**src/rtl/reg_file_mp.sv**
```systemverilog
// Multi-port integer register file with write-to-read bypass, hard-wired x0
// and a per-register write-pending scoreboard for RAW hazard detection.
module reg_file_mp #(
  parameter int              XLEN     = 32,
  parameter int              NREGS    = 32,
  parameter int              NUM_RD   = 2,
  parameter int              NUM_WR   = 1,
  parameter int              SP_INDEX = 2,
  parameter logic [XLEN-1:0] SP_RESET = XLEN'(32'h80000800),
  localparam int             AW       = $clog2(NREGS)
) (
  input  logic                   clk,
  input  logic                   reset,
  input  logic [NUM_RD*AW-1:0]   rd_addr,
  output logic [NUM_RD*XLEN-1:0] rd_data,
  output logic [NUM_RD-1:0]      rd_busy,
  input  logic [NUM_WR-1:0]      wr_en,
  input  logic [NUM_WR*AW-1:0]   wr_addr,
  input  logic [NUM_WR*XLEN-1:0] wr_data,
  input  logic                   sb_set_en,
  input  logic [AW-1:0]          sb_set_addr,
  output logic [AW:0]            busy_count
);

  logic [XLEN-1:0]    regs [1:NREGS-1];
  logic [NREGS-1:1]   busy;

  logic [NREGS-1:1]   wr_hit;
  logic [XLEN-1:0]    wr_val [1:NREGS-1];
  logic [NREGS-1:1]   busy_next;
  logic [AW:0]        busy_next_count;
  logic [XLEN-1:0]    view [NREGS];
  logic [NREGS-1:0]   busy_view;

  // Ascending port scan so the highest-numbered enabled port wins a collision.
  always_comb begin
    wr_hit = '0;
    for (int r = 1; r < NREGS; r++) begin
      wr_val[r] = '0;
      for (int w = 0; w < NUM_WR; w++) begin
        if (wr_en[w] && (wr_addr[w*AW +: AW] == AW'(r))) begin
          wr_hit[r] = 1'b1;
          wr_val[r] = wr_data[w*XLEN +: XLEN];
        end
      end
    end
  end

  // A new issue to the same register outranks the retiring producer's clear.
  always_comb begin
    busy_next       = '0;
    busy_next_count = '0;
    for (int r = 1; r < NREGS; r++) begin
      busy_next[r] = (busy[r] & ~wr_hit[r]) |
                     (sb_set_en && (sb_set_addr == AW'(r)));
      busy_next_count = busy_next_count + (AW+1)'(busy_next[r]);
    end
  end

  always_comb begin
    view[0]      = '0;
    busy_view[0] = 1'b0;
    for (int r = 1; r < NREGS; r++) begin
      view[r]      = wr_hit[r] ? wr_val[r] : regs[r];
      busy_view[r] = busy[r] & ~wr_hit[r];
    end
  end

  always_comb begin
    rd_data = '0;
    rd_busy = '0;
    for (int p = 0; p < NUM_RD; p++) begin
      rd_data[p*XLEN +: XLEN] = view[rd_addr[p*AW +: AW]];
      rd_busy[p]              = busy_view[rd_addr[p*AW +: AW]];
    end
  end

  always_ff @(posedge clk) begin
    if (reset) begin
      for (int r = 1; r < NREGS; r++) begin
        regs[r] <= (r == SP_INDEX) ? SP_RESET : '0;
      end
      busy       <= '0;
      busy_count <= '0;
    end else begin
      for (int r = 1; r < NREGS; r++) begin
        if (wr_hit[r]) begin
          regs[r] <= wr_val[r];
        end
      end
      busy       <= busy_next;
      busy_count <= busy_next_count;
    end
  end

endmodule

```
**config.mk**
```make
export PLATFORM = sky130hd
export DESIGN_NAME = reg_file_mp
export DESIGN_NICKNAME = d
export VERILOG_FILES = /design/src/rtl/reg_file_mp.sv
export SDC_FILE = /design/constraint.sdc
export NUM_CORES = 2
export LEC_CHECK = 0
export CAP_MARGIN = 15
export CORE_ASPECT_RATIO = 1.75
export CORE_MARGIN = 2
export CORE_UTILIZATION = 32
export DETAILED_ROUTE_END_ITERATION = 8
export GPL_TIMING_DRIVEN = 1
export PLACE_DENSITY = 0.47
export SYNTH_ARGS = -nofsm -noshare
export SYNTH_HDL_FRONTEND = slang
export SYNTH_SLANG_ARGS = --single-unit
export TNS_END_PERCENT = 100
```
**constraint.sdc**
```tcl
create_clock -name clk -period 16.8 [get_ports clk]
set_input_delay 2.52 -clock clk [delete_from_list [all_inputs] [get_ports clk]]
set_output_delay 2.52 -clock clk [all_outputs]
set_load 0.03 [all_outputs]
```
# Word level (Yosys, flattened, before mapping)
# Memories as Yosys holds them, arrays and structs flattened.
# Index checks and enable logic that the tools add are counted.
# word_totals
ff_bits,37
ramBits,992
inputBits,56
word_cells,516
n_memories,1
# memory_table
memory,words,word_bits,rd,rd_clocked_by_memory_dff,write_ports,line,source
regs,31,32,31,0,31,25,logic [XLEN-1:0] regs [1:NREGS-1];
# classes
n_addsub,30
order_cmp,4
eq_ne,62
n_mux,229
n_bitwise,126
reduce_logical,62
# ops
cell,count
32-bit two-way mux,97
32-bit binary-select mux with 5-bit select,2
5-bit == test (second input constant),32
6-bit by 1-bit adder with 6-bit output,25
1-bit two-way mux,128
5-bit by 4-bit == test with 1-bit output (second input constant),16
1-bit logical AND,62
1-bit OR,62
5-bit by 3-bit == test with 1-bit output (second input constant),8
1-bit AND,31
1-bit inverter,31
5-bit by 2-bit == test with 1-bit output (second input constant),4
6-bit greater-or-equal comparator (second input constant),2
5-bit by 6-bit < comparator with 1-bit output (second input constant),2
5-bit inverter with 6-bit output,2
1-bit binary-select mux with 5-bit select,2
5-bit by 1-bit == test with 1-bit output (second input constant),2
5-bit by 1-bit adder with 6-bit output,1
4-bit by 1-bit adder with 5-bit output,1
3-bit by 1-bit adder with 4-bit output,1
2-bit by 1-bit adder with 3-bit output,1
1-bit by 1-bit adder with 2-bit output,1

# Longest topological paths before layout
# depth
depth_word,36
mapped_depth,25
depth_no_buf,22

# Least setup slack after synthesis
# OpenSTA, ideal clock, no wires.
# synth_path
kind,input port to flip-flop
start,input wr_addr[1]
end,register busy_count[4]
setup_ns,0.128
t_arrival_ns,8.161
path_slack_ns,8.512
path_stages,25
path_buffers,5
cell_sequence,buf_4 nor2_1 buf_4 nand2_1 buf_4 buf_2 buf_2 a22oi_1 fa_1 fa_1 inv_1 fa_1 inv_1 fa_1 fa_1 inv_1 fa_1 inv_1 fa_1 fa_1 inv_1 a21o_1 a21oi_1 xor2_1 nor2_1
# synth_between
elab_chain_cells,36
word_cells_on_any_way,216
# synth_lines
item,line,source
start: declaration,18,"input logic [NUM_WR*AW-1:0] wr_addr,"
5-bit by 1-bit == test with 1-bit output or 5-bit by 2-bit == test with 1-bit output (tied branches),41,if (wr_en[w] && (wr_addr[w*AW +: AW] == AW'(r))) begin
1-bit logical AND,41,
1-bit two-way mux,41,
1-bit inverter,54,busy_next[r] = (busy[r] & ~wr_hit[r]) |
1-bit AND,54,
1-bit OR,54,
1-bit by 1-bit adder with 2-bit output,56,busy_next_count = busy_next_count + (AW+1)'(busy_next[r]);
2-bit by 1-bit adder with 3-bit output,56,
3-bit by 1-bit adder with 4-bit output,56,
4-bit by 1-bit adder with 5-bit output,56,
5-bit by 1-bit adder with 6-bit output,56,
6-bit by 1-bit adder with 6-bit output (24 in series),56,
6-bit by 1-bit adder with 6-bit output (*),56,
end signal: assignment,92,busy_count <= busy_next_count;
end: declaration,22,output logic [AW:0] busy_count
# Every way passes the cells marked *; elsewhere a longest branch is shown, timed or not.
# A chain may end at the register's enable or synchronous reset.

# Worst setup path after layout
# layout_path
start,input wr_addr[2]
end,output rd_data[31]
# layout_between
elab_chain_cells,7
word_cells_on_any_way,158
# layout_lines
item,line,source
"5-bit == test, or another cell as far along",41,
1-bit logical AND,41,
32-bit two-way mux or 1-bit two-way mux (tied branches),41,
32-bit two-way mux,64,view[r] = wr_hit[r] ? wr_val[r] : regs[r];
32-bit binary-select mux with 5-bit select (*),73,rd_data[p*XLEN +: XLEN] = view[rd_addr[p*AW +: AW]];
32-bit two-way mux (implied by the code) (*) (2 in series),73,
end: declaration,15,"output logic [NUM_RD*XLEN-1:0] rd_data,"
# Every way passes the cells marked *; elsewhere a longest branch is shown, timed or not. The select of a mux whose other input is x is not followed.

==> reports/qor.yml <==
finish:
  fin_nets: 7172
  drive_gt1_frac: 0.1439
  seqCellArea_um2: 30530
  layout.cells.non_filler: 10100
  layout_commonest_cell: "edfxtp_1"
  fin_util: 0.3613
  area_growth_syn_to_layout_pct: 12.17
  nFillCells: 22160
  multi_input_area_um2: 36200
  final_cell_mix: "edfxtp_1 (992), and2_1 (651), nand2_1 (559), nor3_1 (541), mux2i_1 (433)"
yosys:
  yosysSeqAreaShare: 0.4334
  synth_seq_cells: 1029
  async_reset_ff_frac: 0
  synth_nets: 7420
  ys_warn_count: 0
  syn_inst: 7334
  avgSynthCellArea_um2: 9.604
  synth_edf_count: 992
  synth_area_leaders: "edfxtp_1 (42%), mux2i_1 (6.2%), and2_1 (5.8%)"
  ys.flop_type: "edfxtp_1"
  synth_top_cell_by_area: "edfxtp_1"
  synth_cell_types: 101
  netlist_area_um2: 70430
  synth_top_cell_area_share: 0.4229
placed_design:
  dp_hpwl_um: 342600
  place_ws_ps: 5748
  place_inst: 9809
  io_buffers: 127
  gp_congestion: 1.085
worst_hold_path:
  hold_path_class: "reg -> reg"
  holdPathEnd: "busy[14]$_SDFF_PP0_"
  min_path_cells: 2
  hp-start: "busy[14]$_SDFF_PP0_"
timing:
  setup_tns_ps: 0
  period_minus_slack_ps: 11500
  tightest_slew_ps: 1501
  slew_headroom: -0.0006031
  maxSlewViolCount: 1
  setup_violations: 0
  hold_viol_final: 0
  fmax_ghz: 0.08694
  period_share: 0.6847
  rsz0062_at_grt: "no"
  setup_slack_ps: 5297
  finClkSkew_ps: 36.88
clock_tree:
  cts_tree: "done"
  cts_hold_buf: 0
  clockBufferDepth: 3
  cts_htree_levels: 3
  clk_latency_ps: 850
  cts_sinks: 1029
  postCtsSetupBuffers: 0
  clk_root_buffer_cell: "clkbuf_16"
  ctsResizeCount: 0
  cts_buffers: 111
  cts.clk_slew.worst_paths_ps: 70
route:
  wire_per_inst_um: 50.39
  viasPerCell: 7.158
  drtIter0Drc: 13820
  routed_wl_um: 509000
  post-route-drc-count: 0
  first_pass_iters: 6
  ant_nets: 0
  vias: 72310
grt:
  first_global_vias: 65930
  grt_usage: 0.4468
  antenna_found_initial: 94
  grt_pass1_wl_um: 662100
  grt-ovfl-total: 0
  grt_max_degree: 91
worst_setup_path:
  cp_data_required_time_ps: 14280
  cp_max_fo: 26
  path_cells: "clkdlybuf4s50_1 > and4b_1 > buf_4 > nand2_2 > buf_4 > mux2i_1 > mux4_2 > a22oi_1 > nand2_1 > nor3_1 > clkdlybuf4s50_1"
  r2r_end: "busy_count[4]$_SDFF_PP0_"
  crit_path_end_kind: "output port"
  cp.arrival_ps: 8980
  critPathMaxStageDelay_ps: 1050
  reg2reg_setup_slack_ps: 11170
  rr_worst_depth: 20
  rr_startpoint: "busy[28]$_SDFF_PP0_"
  criticalPathCategory: "in -> out"
  cp_slowest_cell: "a22oi_1"
  startpoint_type: "primary input"
floorplan:
  core_area_um2: 218700
  die_w_um: 358.6
  pin_count: 128
  die_h_um: 624.6
  row_count: 227
  initial_core_util: 0.3221
  die_area_um2: 224000
status:
  violations: "capacitance limit, slew limit"
  status: "finished with violations"
power:
  switchingPower_mw: 2.607
  p_per_area_nw_per_um2: 93.20
  p_seq_frac: 0.415
  p_comb_frac: 0.225
  max-vdd-ir-drop_uv: 88.23
  leakagePower_nw: 28.82
  power_mw: 7.363
  internal_power_mw: 4.756
  swShare: 0.3540
  p_clk_frac: 0.361
job:
  maxCapViolCount: 1
-- critical path: cells and delay by family --
family / cells / cell delay (ps)
mux: 2 / 740
simple gates: 4 / 1930
buf+inv: 4 / 2640
compound gates: 1 / 1050
-- power by group through the flow --
stage,Sequential [mW],Clock (mW),Combinational (mW)
after detailed placement,3.10,0,1.51
after global placement,3.10,0,1.50
final,3.05,2.66,1.65
after CTS,3.05,2.64,1.52
after global routing,3.06,2.72,1.62
after floorplan,3.06,0,0.705
-- metrics by stage --
stage / cell area (um2) / hold WS, ps
after global placement: 74670 / 522.1
final: 79010 / 530.9
after detailed placement: 74810 / 511.7
after floorplan: 70430 / 472.0
after CTS: 78440 / 521.7
after global routing: 78890 / 555.0
-- cells in the mapped netlist, types with 39 or more instances --
library cell / instances
a31oi_1: 80
nand2b_1: 44
o221ai_1: 76
o211ai_1: 85
and3_1: 71
nand2_1: 574
a22oi_1: 50
o22ai_1: 295
a311oi_1: 44
o21ai_0: 358
a21oi_1: 395
buf_4: 44
clkbuf_1: 576
mux4_2: 147
nand3_1: 115
or3_1: 41
and2_1: 652
buf_1: 71
mux2i_1: 434
edfxtp_1: 992
a211o_1: 39
buf_2: 207
inv_1: 48
nor2_1: 443
nor3_1: 544
a221oi_1: 56
a211oi_1: 139
-- area by class of cell --
cell class | count | share of cell area
Multi-Input combinational cell | 5327 | 0.4582
Sequential cell | 1029 | 0.3864
Timing Repair Buffer | 560 | 0.05939
Tap cell | 2862 | 0.04532
Clock buffer | 141 | 0.03787
Clock inverter | 67 | 0.008061
Inverter | 57 | 0.002898
Antenna cell | 59 | 0.001869
-- worst max-delay path by stage --
stage          startpoint                        to  slack (ps)  cells past startpoint
6_report       wr_addr[2]               rd_data[31]        5300                     11
5_1_grt             wr_en               rd_data[31]        5560                     11
4_1_cts             wr_en               rd_data[53]        5750                     11
3_5_place_dp        wr_en               rd_data[53]        5750                     11
3_3_place_gp        wr_en               rd_data[49]        5620                     10
2_1_floorplan  wr_addr[1]  busy_count[4]$_SDFF_PP0_        8510                     25
-- registers in the layout (all words and copies together), names as in the netlist --
| register | cells |
|---|---|
| regs | 992 |
| busy_count | 6 |
| busy | 31 |
-- cells by family (layout without fill, tap and decap cells) --
kind of cell               count (synthesis)  after routing  synth area share
adders and majority gates                 30             30          0.007781
and+or+nand+nor                         2641           2641            0.1903
other                                      0             59                 0
muxes                                    595            595            0.1109
DFF                                     1029           1029            0.4334
buffers and inverters                    978            825           0.06059
xor gates and xnor gates                   9              9          0.001119
AOI/OAI and AO/OA                       2052           2052            0.1959
-- per-layer routing --
metal	global-route usage	share of wire	up-vias
li1	-	-	27450
met1	0.4895	0.32	36100
met2	0.6724	0.43	6590
met3	0.1590	0.12	2137
met4	0.4076	0.12	32
met5	0	0.00059	-
No activity file was read; power rests on OpenSTA's default activity.
